### src/rtl/router_input_if.sv
// -----------------------------------------------------------------------------
// router_input_if
// Handshake/bus bundle for one router input port.
//   data_in / data_void_in / stop_out : upstream link (flit, empty marker, full)
//   request / grant / out_ready       : one-hot request to the output arbiters
//                                       and their grant plus downstream readiness
//   data_out                          : flit at the head of the input FIFO
//   forwarding_head / forwarding_tail : per-port pulses when a head/tail pops
// The slave modport is the input unit's view; master is the surrounding
// router's (or a testbench's) view.
// -----------------------------------------------------------------------------
interface router_input_if #(
   parameter int FLIT_WIDTH = 34
) ();
   logic [FLIT_WIDTH-1:0] data_in;
   logic                  data_void_in;
   logic                  stop_out;
   logic [4:0]            request;
   logic [4:0]            grant;
   logic [4:0]            out_ready;
   logic [FLIT_WIDTH-1:0] data_out;
   logic [4:0]            forwarding_head;
   logic [4:0]            forwarding_tail;

   modport master (
      output data_in, data_void_in, grant, out_ready,
      input  stop_out, request, data_out, forwarding_head, forwarding_tail
   );

   modport slave (
      input  data_in, data_void_in, grant, out_ready,
      output stop_out, request, data_out, forwarding_head, forwarding_tail
   );
endinterface

### src/rtl/router_input_unit.sv
// -----------------------------------------------------------------------------
// router_input_unit
// One NoC router input port: a DEPTH-entry flit FIFO, XY route computation on
// head flits, and a wormhole FSM that holds the route for the whole packet.
// Ports:
//   clk, rst                 clock; synchronous active-high reset
//   position_x, position_y   static coordinates of this router
//   bus (router_input_if.slave)
//      data_in, data_void_in upstream flit and its "no flit" marker
//      stop_out              FIFO full, upstream holds its flit
//      request               one-hot target port (0=N,1=S,2=W,3=E,4=Local)
//      grant, out_ready      arbiter grant and downstream readiness per port
//      data_out              head-of-FIFO flit, valid while request != 0
//      forwarding_head/tail  pulse on the used port when a head/tail pops
// Optional build macro ROUTER_INPUT_UNIT_STATS_EN adds:
//   packet_count (32)        tail flits popped, wrapping
//   stall_count  (32)        cycles with request != 0 and no pop, saturating
// -----------------------------------------------------------------------------
module router_input_unit #(
   parameter int FLIT_WIDTH = 34,
   parameter int YX_WIDTH   = 3,
   parameter int DEPTH      = 4
) (
   input  logic                clk,
   input  logic                rst,
   input  logic [YX_WIDTH-1:0] position_x,
   input  logic [YX_WIDTH-1:0] position_y,
`ifdef ROUTER_INPUT_UNIT_STATS_EN
   output logic [31:0]         packet_count,
   output logic [31:0]         stall_count,
`endif
   router_input_if.slave       bus
);
   typedef enum logic {ST_HEAD, ST_BODY} state_t;

   localparam int PTR_W     = $clog2(DEPTH);
   localparam int DST_Y_MSB = FLIT_WIDTH - 3 - 2*YX_WIDTH;
   localparam int DST_X_MSB = DST_Y_MSB - YX_WIDTH;

   localparam logic [PTR_W-1:0] PTR_ONE    = PTR_W'(1);
   localparam logic [PTR_W:0]   CNT_ONE    = (PTR_W+1)'(1);
   localparam logic [PTR_W:0]   FULL_COUNT = (PTR_W+1)'(DEPTH);

   localparam logic [4:0] PORT_N = 5'b00001;
   localparam logic [4:0] PORT_S = 5'b00010;
   localparam logic [4:0] PORT_W = 5'b00100;
   localparam logic [4:0] PORT_E = 5'b01000;
   localparam logic [4:0] PORT_L = 5'b10000;

   logic [FLIT_WIDTH-1:0] fifo_mem [DEPTH];
   logic [PTR_W-1:0]      wr_ptr_q, wr_ptr_d;
   logic [PTR_W-1:0]      rd_ptr_q, rd_ptr_d;
   logic [PTR_W:0]        count_q, count_d;
   state_t                state_q, state_d;
   logic [4:0]            route_q, route_d;

   logic [FLIT_WIDTH-1:0] head_flit;
   logic                  head_is_head, head_is_tail;
   logic [YX_WIDTH-1:0]   dst_x, dst_y;
   logic [4:0]            route_calc;
   logic [4:0]            req;
   logic                  fifo_empty, stop, wr_en, fire;

   // Full flag comes straight from the count register so the upstream link
   // never sees a combinational path from grant/out_ready.
   assign fifo_empty = (count_q == '0);
   assign stop       = (count_q == FULL_COUNT);
   assign wr_en      = !bus.data_void_in && !stop;

   // Head flit is read straight from the array; a new write only becomes
   // visible after the count register updates, so there is no flow-through.
   assign head_flit    = fifo_mem[rd_ptr_q];
   assign head_is_head = head_flit[FLIT_WIDTH-1];
   assign head_is_tail = head_flit[FLIT_WIDTH-2];
   assign dst_y        = head_flit[DST_Y_MSB -: YX_WIDTH];
   assign dst_x        = head_flit[DST_X_MSB -: YX_WIDTH];

   // XY routing: x is resolved before y.
   always_comb begin
      route_calc = PORT_L;
      if (dst_x > position_x)      route_calc = PORT_E;
      else if (dst_x < position_x) route_calc = PORT_W;
      else if (dst_y > position_y) route_calc = PORT_S;
      else if (dst_y < position_y) route_calc = PORT_N;
   end

   // A non-head flit at the FIFO head while waiting for a head is never
   // requested, so it stalls there instead of being forwarded blindly.
   always_comb begin
      req = '0;
      if (!fifo_empty) begin
         if (state_q == ST_HEAD) begin
            if (head_is_head) req = route_calc;
         end else begin
            req = route_q;
         end
      end
   end

   assign fire = |(req & bus.grant & bus.out_ready);

   always_comb begin
      wr_ptr_d = wr_ptr_q;
      rd_ptr_d = rd_ptr_q;
      count_d  = count_q;
      state_d  = state_q;
      route_d  = route_q;
      if (wr_en) wr_ptr_d = wr_ptr_q + PTR_ONE;
      if (fire)  rd_ptr_d = rd_ptr_q + PTR_ONE;
      case ({wr_en, fire})
         2'b10:   count_d = count_q + CNT_ONE;
         2'b01:   count_d = count_q - CNT_ONE;
         default: count_d = count_q;
      endcase
      if (fire) begin
         if (state_q == ST_HEAD) begin
            route_d = req;
            state_d = head_is_tail ? ST_HEAD : ST_BODY;
         end else if (head_is_tail) begin
            route_d = '0;
            state_d = ST_HEAD;
         end
      end
   end

   always_ff @(posedge clk) begin
      if (rst) begin
         wr_ptr_q <= '0;
         rd_ptr_q <= '0;
         count_q  <= '0;
         state_q  <= ST_HEAD;
         route_q  <= '0;
      end else begin
         wr_ptr_q <= wr_ptr_d;
         rd_ptr_q <= rd_ptr_d;
         count_q  <= count_d;
         state_q  <= state_d;
         route_q  <= route_d;
      end
   end

   // Storage is not reset; reset flushes the FIFO through the pointers.
   always_ff @(posedge clk) begin
      if (wr_en) fifo_mem[wr_ptr_q] <= bus.data_in;
   end

   assign bus.stop_out        = stop;
   assign bus.request         = req;
   assign bus.data_out        = head_flit;
   assign bus.forwarding_head = (fire && state_q == ST_HEAD) ? req : '0;
   assign bus.forwarding_tail = (fire && head_is_tail) ? req : '0;

`ifdef ROUTER_INPUT_UNIT_STATS_EN
   logic [31:0] packet_count_q, packet_count_d;
   logic [31:0] stall_count_q, stall_count_d;

   always_comb begin
      packet_count_d = packet_count_q;
      stall_count_d  = stall_count_q;
      if (fire && head_is_tail) packet_count_d = packet_count_q + 32'd1;
      if (req != '0 && !fire && stall_count_q != '1)
         stall_count_d = stall_count_q + 32'd1;
   end

   always_ff @(posedge clk) begin
      if (rst) begin
         packet_count_q <= '0;
         stall_count_q  <= '0;
      end else begin
         packet_count_q <= packet_count_d;
         stall_count_q  <= stall_count_d;
      end
   end

   assign packet_count = packet_count_q;
   assign stall_count  = stall_count_q;
`endif

   a_req_onehot0: assert property (@(posedge clk) disable iff (rst)
      $onehot0(req));
   a_grant_subset: assert property (@(posedge clk) disable iff (rst)
      (req != '0) |-> ((bus.grant & ~req) == '0));
   a_no_write_full: assert property (@(posedge clk) disable iff (rst)
      !(wr_en && stop));
   a_head_expected: assert property (@(posedge clk) disable iff (rst)
      !(state_q == ST_HEAD && !fifo_empty && !head_is_head));
   a_body_expected: assert property (@(posedge clk) disable iff (rst)
      !(state_q == ST_BODY && !fifo_empty && head_is_head));
endmodule

### src/flat_wrapper.sv
// flat-port wrapper written by rule: the top's interface ports become plain ports
module router_input_unit_flat 
#(
   parameter int FLIT_WIDTH = 34,
   parameter int YX_WIDTH   = 3,
   parameter int DEPTH      = 4
)
  (clk, rst, position_x, position_y, bus_data_in, bus_data_void_in, bus_grant, bus_out_ready, bus_stop_out, bus_request, bus_data_out, bus_forwarding_head, bus_forwarding_tail);
  router_input_if #(.FLIT_WIDTH(FLIT_WIDTH)) bus_i ();
  input  logic clk;
  input  logic rst;
  input  logic [YX_WIDTH-1:0] position_x;
  input  logic [YX_WIDTH-1:0] position_y;
  input wire logic [$bits(bus_i.data_in)-1:0] bus_data_in;
  input wire logic [$bits(bus_i.data_void_in)-1:0] bus_data_void_in;
  input wire logic [$bits(bus_i.grant)-1:0] bus_grant;
  input wire logic [$bits(bus_i.out_ready)-1:0] bus_out_ready;
  output wire logic [$bits(bus_i.stop_out)-1:0] bus_stop_out;
  output wire logic [$bits(bus_i.request)-1:0] bus_request;
  output wire logic [$bits(bus_i.data_out)-1:0] bus_data_out;
  output wire logic [$bits(bus_i.forwarding_head)-1:0] bus_forwarding_head;
  output wire logic [$bits(bus_i.forwarding_tail)-1:0] bus_forwarding_tail;
  assign bus_i.data_in = bus_data_in;
  assign bus_i.data_void_in = bus_data_void_in;
  assign bus_i.grant = bus_grant;
  assign bus_i.out_ready = bus_out_ready;
  assign bus_stop_out = bus_i.stop_out;
  assign bus_request = bus_i.request;
  assign bus_data_out = bus_i.data_out;
  assign bus_forwarding_head = bus_i.forwarding_head;
  assign bus_forwarding_tail = bus_i.forwarding_tail;
  router_input_unit #(.FLIT_WIDTH(FLIT_WIDTH), .YX_WIDTH(YX_WIDTH), .DEPTH(DEPTH)) u_core (.clk(clk), .rst(rst), .position_x(position_x), .position_y(position_y), .bus(bus_i));
endmodule
### config.mk
export PLATFORM = sky130hd
export DESIGN_NAME = router_input_unit_flat
export DESIGN_NICKNAME = d
export VERILOG_FILES = /design/src/rtl/router_input_if.sv /design/src/rtl/router_input_unit.sv /design/src/flat_wrapper.sv
export SDC_FILE = /design/constraint.sdc
export NUM_CORES = 1
export LEC_CHECK = 0
export BUFFER_PORTS_ARGS = -buffer_cell sky130_fd_sc_hd__buf_2
export CELL_PAD_IN_SITES_DETAIL_PLACEMENT = 0
export CELL_PAD_IN_SITES_GLOBAL_PLACEMENT = 2
export CORE_MARGIN = 4
export CORE_UTILIZATION = 44
export DETAILED_ROUTE_END_ITERATION = 10
export GPL_ROUTABILITY_DRIVEN = 0
export HOLD_SLACK_MARGIN = 0.08
export PLACE_DENSITY = 0.84
export SLEW_MARGIN = 20
export SYNTH_ARGS = -nofsm -noshare
export SYNTH_HDL_FRONTEND = slang
export SYNTH_SLANG_ARGS = --single-unit
### constraint.sdc
create_clock -name clk -period 9.9 [get_ports clk]
set_input_delay 1.485 -clock clk [delete_from_list [all_inputs] [get_ports clk]]
set_output_delay 1.485 -clock clk [all_outputs]
set_load 0.005 [all_outputs]
==> results of run 1 <==
-- per-layer routing --
metal | routed length [um] | GRT usage | share of wire
met5 | 23 | 0 | 0.0020
met4 | 109 | 0.0446 | 0.0094
met3 | 802 | 0.0542 | 0.069
met2 | 5570 | 0.245 | 0.48
met1 | 5130 | 0.198 | 0.44
-- logic make-up after synthesis --
family / after synthesis
flip-flops: 151
AND/OR/NAND/NOR: 65
multiplexers: 36
buffers and inverters: 29
AO/OA/AOI/OAI: 28
adder cells (fa/ha/maj): 12
XOR/XNOR: 3
-- metrics by stage --
stage	setup WS, ns	total power (W)	utilization
3_5_place_dp	4.46	0.000969	0.503
4_1_cts	4.07	0.00157	0.545
2_1_floorplan	4.96	0.000888	-
5_1_grt	3.73	0.00162	0.545
3_3_place_gp	4.60	0.000966	0.503
6_report	4.14	0.00155	0.545
-- cell usage after synthesis, types with 2 or more instances --
| cell | count |
|---|---|
| dfxtp_1 | 15 |
| nand3_1 | 9 |
| nor2_1 | 9 |
| and3_1 | 5 |
| nor3b_1 | 5 |
| nand3b_1 | 3 |
| and2_1 | 5 |
| inv_1 | 17 |
| o21ai_0 | 10 |
| ha_1 | 11 |
| xor2_1 | 2 |
| mux2i_1 | 2 |
| mux4_2 | 34 |
| nor3_1 | 3 |
| buf_1 | 4 |
| buf_6 | 3 |
| edfxtp_1 | 136 |
| a21oi_1 | 8 |
| clkbuf_1 | 5 |
| nor2b_1 | 5 |
| a31oi_1 | 3 |
| nand2_1 | 11 |
-- tightest hold or removal path, stage by stage (launching register included) --
cell	delay, ns
dfxtp_1	0.33
o21ai_0	0.09
a21oi_1	0.07
-- worst max-delay path by stage --
stage	from	to	slack, ns	cells after the start
6_report	flip-flop	bus_forwarding_tail[3]	4.14	11
5_1_grt	flip-flop	bus_forwarding_tail[2]	3.73	11
4_1_cts	flip-flop	bus_forwarding_tail[3]	4.07	11
3_5_place_dp	position_y[2]	bus_forwarding_tail[3]	4.46	10
3_3_place_gp	position_y[2]	bus_forwarding_tail[3]	4.60	10
2_1_floorplan	flip-flop	bus_forwarding_tail[2]	4.96	12
-- report_power, final --
group / leakage [nW] / switching (W) / internal (W)
clock: 0.263 / 0.000233 / 0.000369
sequential: 1.37 / 0.0000216 / 0.000739
combinational: 0.986 / 0.000101 / 0.0000903
total: 2.62 / 0.000356 / 0.00120
-- registers in the layout, summed over array words and instances (netlist names), named ones only --
register / cells
u_core.count_q: 3
u_core.fifo_mem: 136
u_core.state_q: 1
u_core.route_q: 5
u_core.rd_ptr_q: 2
u_core.wr_ptr_q: 2
-- area by class of cell --
type	count	area share
clock buffer	19	0.0595
clock inverter	12	0.0179
inverter	17	0.00877
multi-input combinational	144	0.210
sequential	151	0.603
tap	176	0.0303
timing repair buffer	103	0.0712
==> impl_metrics.json, run 1 <==
{
  "status": "finished clean",
  "start_kind": "flip-flop",
  "final_cell_mix": "136 x edfxtp_1, 102 x buf_2, 34 x mux4_2",
  "grt_max_degree": 35,
  "ir_worst_vdd_mv": 0.139,
  "synth_fa_ha_area_frac": 0.0261,
  "multi_input_area_mm2": 0.00153,
  "cts_setup_buffers": 0,
  "worst_pin_slew_ns": 0.952,
  "root_buffer": "clkbuf_16",
  "p_leak_nw": 2.62,
  "slowest_stage": "a2111oi_0",
  "synth_top_area_frac": 0.676,
  "synth_warnings": 0,
  "required_ns": 8.42,
  "reg2reg_depth": 15,
  "rsz0062_at_grt": "no",
  "holdPathEnd": "u_core.count_q[2]",
  "final_common_cell": "edfxtp_1",
  "fin_area_mm2": 0.00728,
  "die_y_um": 125,
  "htreeDepth": 4,
  "num_vias": 3218,
  "syn_area_per_cell_um2": 18.6,
  "firstDrtPassIters": 4,
  "fmax_ghz": 0.174,
  "fin_tns_setup_ns": 0,
  "io_buffers": 102,
  "post-synth-top-area-cell": "edfxtp_1",
  "drt-initial-drc-count": 145,
  "worst-path-buf-inv": 3,
  "insertedDiodeCount": 0,
  "synthTopCellsByArea": "edfxtp_1 68%, mux4_2 13%, dfxtp_1 5.0%",
  "wl_mm": 11.6,
  "rows": 42,
  "post-route-min-period_ns": 5.76,
  "yosys-mux-area-fraction": 0.130,
  "cp_top_family": "compound AO/OA/AOI/OAI gates",
  "grt-ovfl-total": 0,
  "avgViaCountPerCell": 5.17,
  "start_util": 0.452,
  "synth_edf_count": 136,
  "min_from": "u_core.count_q[2]",
  "ios": 103,
  "die_area_mm2": 0.0157,
  "grt_pass1_wl_mm": 18.4,
  "critPathArrivalTime_ns": 4.27,
  "cts_tree": "built",
  "numCtsBuffers": 17,
  "stdcell_count": 622,
  "avgRoutedWirePerCell_um": 18.7,
  "areaGrowthSynthToFinish_pct": 20.6,
  "r2r-end": "u_core.count_q[2]",
  "holdBufCountCts": 0,
  "hold_viol": 0,
  "synthArstFlopShare": 0,
  "synthCells": 324,
  "reg2reg_slack_ns": 4.95,
  "grt.total_usage": 0.153,
  "hpwl_mm": 7.60,
  "synth_compound_area_frac": 0.0288,
  "power-per-cell-area_mw_per_mm2": 213,
  "crit_type": "reg -> out",
  "seq_area_mm2": 0.00439,
  "drive_gt1_frac": 0.392,
  "place_area_mm2": 0.00672,
  "cts.path.max_buffers": 2,
  "clock-sinks": 151,
  "synth_top_family_by_area": "multiplexers",
  "synth_xor_area_frac": 0.00435,
  "drc": 0,
  "slew_viol_final": 0,
  "netlist_area_mm2": 0.00604,
  "hold_depth": 2,
  "cp_slowest_stage_delay_ns": 0.69,
  "end_kind": "output pin",
  "fin_nets": 499,
  "clk_latency_ns": 0.40,
  "hold_ws_ns": 0.529,
  "grt_pass1_vias": 3335,
  "synth-main-ff-cell": "edfxtp_1",
  "path_cells": "buf_4, mux4_2, inv_1, ha_1, and3b_1, a2111oi_0, nor2_1, o211ai_1, or2_1, and3_1, buf_2",
  "synthesis.nets": 389,
  "max_cap_viol_count": 0,
  "core-area_mm2": 0.0133,
  "synth.distinct_cells": 41,
  "skew_ns": 0.00750,
  "setup_viol": 0,
  "cts.repair.resized": 0,
  "dp.cells": 591,
  "crit_fanout": 28,
  "postRouteAntennaNets": 0,
  "fill_cells": 1068,
  "chipWidth_um": 125,
  "antenna_found_initial": 2,
  "cts.reportedPaths.clkPinSlew_ns": 0.06,
  "synthSimpleGateAreaFrac": 0.0628,
  "fin_crit_sh": 0.582,
  "ys_ff_latch": 151,
  "slew_headroom": 0.366,
  "hold_class": "reg -> reg",
  "ys_seq_area_frac": 0.726
}
Note: power is estimated with default switching activity, not from simulation.
==> inputs of run 2 (changes only) <==
--- a/config.mk
+++ b/config.mk
@@ -9,11 +9,11 @@
 export CELL_PAD_IN_SITES_DETAIL_PLACEMENT = 0
 export CELL_PAD_IN_SITES_GLOBAL_PLACEMENT = 2
 export CORE_MARGIN = 4
-export CORE_UTILIZATION = 44
+export CORE_UTILIZATION = 41
 export DETAILED_ROUTE_END_ITERATION = 10
 export GPL_ROUTABILITY_DRIVEN = 0
 export HOLD_SLACK_MARGIN = 0.08
-export PLACE_DENSITY = 0.84
+export PLACE_DENSITY = 0.79
 export SLEW_MARGIN = 20
 export SYNTH_ARGS = -nofsm -noshare
 export SYNTH_HDL_FRONTEND = slang
==> constraint.sdc (replaced) <==
create_clock -name clk -period 5.5 [get_ports clk]
set_input_delay 0.825 -clock clk [delete_from_list [all_inputs] [get_ports clk]]
set_output_delay 0.825 -clock clk [all_outputs]
set_load 0.005 [all_outputs]
==> run 2 against run 1 <==
- cell count increased by 1.9%
- power increased by 78%
- largest cell class unchanged
- setup slack got worse by 3.3 ns
- sequential share of layout area about the same
- sequential power increased by 79%
- via count increased by 2.2%
- clock power increased by 74%
==> impl_metrics.json, run 2 (synthesized netlist as in run 1, its figures left out) <==
{
  "holdPathEnd": "u_core.count_q[2]",
  "hold_depth": 2,
  "avgViaCountPerCell": 5.19,
  "crit_fanout": 16,
  "grt-ovfl-total": 0,
  "die_area_mm2": 0.0167,
  "areaGrowthSynthToFinish_pct": 20.6,
  "worst_pin_slew_ns": 0.965,
  "min_from": "u_core.count_q[2]",
  "antenna_found_initial": 2,
  "chipWidth_um": 129,
  "fmax_ghz": 0.213,
  "fin_nets": 501,
  "postRouteAntennaNets": 0,
  "reg2reg_slack_ns": 0.98,
  "ios": 103,
  "p_leak_nw": 2.62,
  "start_kind": "flip-flop",
  "fin_crit_sh": 0.855,
  "clock-sinks": 151,
  "slew_viol_final": 0,
  "drt-initial-drc-count": 226,
  "drive_gt1_frac": 0.392,
  "cts.reportedPaths.clkPinSlew_ns": 0.06,
  "critPathArrivalTime_ns": 3.88,
  "rsz0062_at_grt": "no",
  "power-per-cell-area_mw_per_mm2": 380,
  "hold_viol": 0,
  "reg2reg_depth": 14,
  "core-area_mm2": 0.0145,
  "setup_viol": 0,
  "fill_cells": 1196,
  "crit_type": "reg -> out",
  "firstDrtPassIters": 4,
  "utilization": 0.503,
  "drc": 0,
  "cts_tree": "built",
  "slew_headroom": 0.356,
  "hpwl_mm": 7.77,
  "num_vias": 3289,
  "largest_register": "u_core.fifo_mem",
  "wl_mm": 11.7,
  "htreeDepth": 4,
  "final_common_cell": "edfxtp_1",
  "numCtsBuffers": 17,
  "grt.total_usage": 0.147,
  "required_ns": 4.68,
  "cts.repair.resized": 0,
  "status": "finished clean",
  "cts_setup_buffers": 0,
  "p_total_w": 0.00277,
  "skew_ns": 0.00683,
  "fin_tns_setup_ns": 0,
  "ir_worst_vdd_mv": 0.239,
  "post-route-min-period_ns": 4.70,
  "max_cap_viol_count": 0,
  "largest_reg_flops": 136,
  "grt_pass1_vias": 3328,
  "rows": 44,
  "cts.path.max_buffers": 2,
  "hold_class": "reg -> reg",
  "holdBufCountCts": 0,
  "io_buffers": 102,
  "end_kind": "output pin",
  "root_buffer": "clkbuf_16",
  "clk_latency_ns": 0.41,
  "start_util": 0.417,
  "avgRoutedWirePerCell_um": 18.5,
  "biggestRegsByFlops": "u_core.fifo_mem (136), u_core.route_q (5), u_core.count_q (3)",
  "final_cell_mix": "136 x edfxtp_1, 102 x buf_2, 34 x mux4_2",
  "grt_pass1_wl_mm": 18.3,
  "die_y_um": 129,
  "grt_max_degree": 35,
  "r2r-end": "u_core.count_q[2]"
}
-- run 2: cell count changes in the layout (fill, tap and decap cells not counted), sizes merged --
cell,before,now
bufinv,2,1
diode,0,1
clkinv,5,6
clkinvlp,4,3
buf,103,105
inv,18,20
-- run 2: worst max-delay path: stages, from the launching register on --
cell and delay [ns]:
dfxtp_2 0.54, buf_4 0.40, mux4_2 0.56, ha_1 0.33, nand3_1 0.09, a21oi_1 0.26
nand2_1 0.16, o211ai_1 0.40, or2_1 0.40, and3_1 0.20, buf_2 0.11
-- run 2: power breakdown --
| group | total, W | switching [W] | leakage (nW) | internal [W] |
|---|---|---|---|---|
| combinational | 0.000350 | 0.000186 | 0.997 | 0.000164 |
| sequential | 0.00136 | 0.0000331 | 1.37 | 0.00133 |
| clock | 0.00105 | 0.000434 | 0.256 | 0.000618 |
| total | 0.00277 | 0.000653 | 2.62 | 0.00211 |
-- run 2: worst max-delay path by stage --
stage	endpoint	slack (ns)	startpoint
2_1_floorplan	u_core.count_q[2]	1.06	flip-flop
3_3_place_gp	u_core.count_q[2]	1.07	flip-flop
5_1_grt	bus_forwarding_tail[3]	0.50	flip-flop
6_report	bus_forwarding_tail[3]	0.80	flip-flop
3_5_place_dp	u_core.count_q[2]	0.93	flip-flop
4_1_cts	bus_forwarding_tail[3]	0.71	flip-flop
-- run 2: per-stage QoR --
stage	instance area, um^2	hold WS, ns	instances	setup slack [ns]
5_1_grt	7280	0.571	634	0.497
4_1_cts	7280	0.522	633	0.710
2_1_floorplan	6040	0.467	324	1.06
6_report	7280	0.525	634	0.799
3_5_place_dp	6740	0.512	601	0.926
3_3_place_gp	6740	0.495	601	1.07
-- run 2: area by class of cell --
type / count / area, um^2 / area share
Clock buffer: 19 / 433 / 0.0595
Multi-Input combinational cell: 144 / 1530 / 0.210
Tap cell: 184 / 230 / 0.0316
Inverter: 17 / 63.8 / 0.00876
Antenna cell: 1 / 2.50 / 0.000344
Clock inverter: 13 / 105 / 0.0144
Sequential cell: 151 / 4390 / 0.602
Timing Repair Buffer: 105 / 533 / 0.0732
-- run 2: layer usage --
metal,up-vias,part of all wire,track usage
met5,-,0.0011,0
met4,2,0.012,0.0482
met3,13,0.081,0.0528
met2,118,0.46,0.219
met1,1642,0.45,0.205
li1,1514,-,-
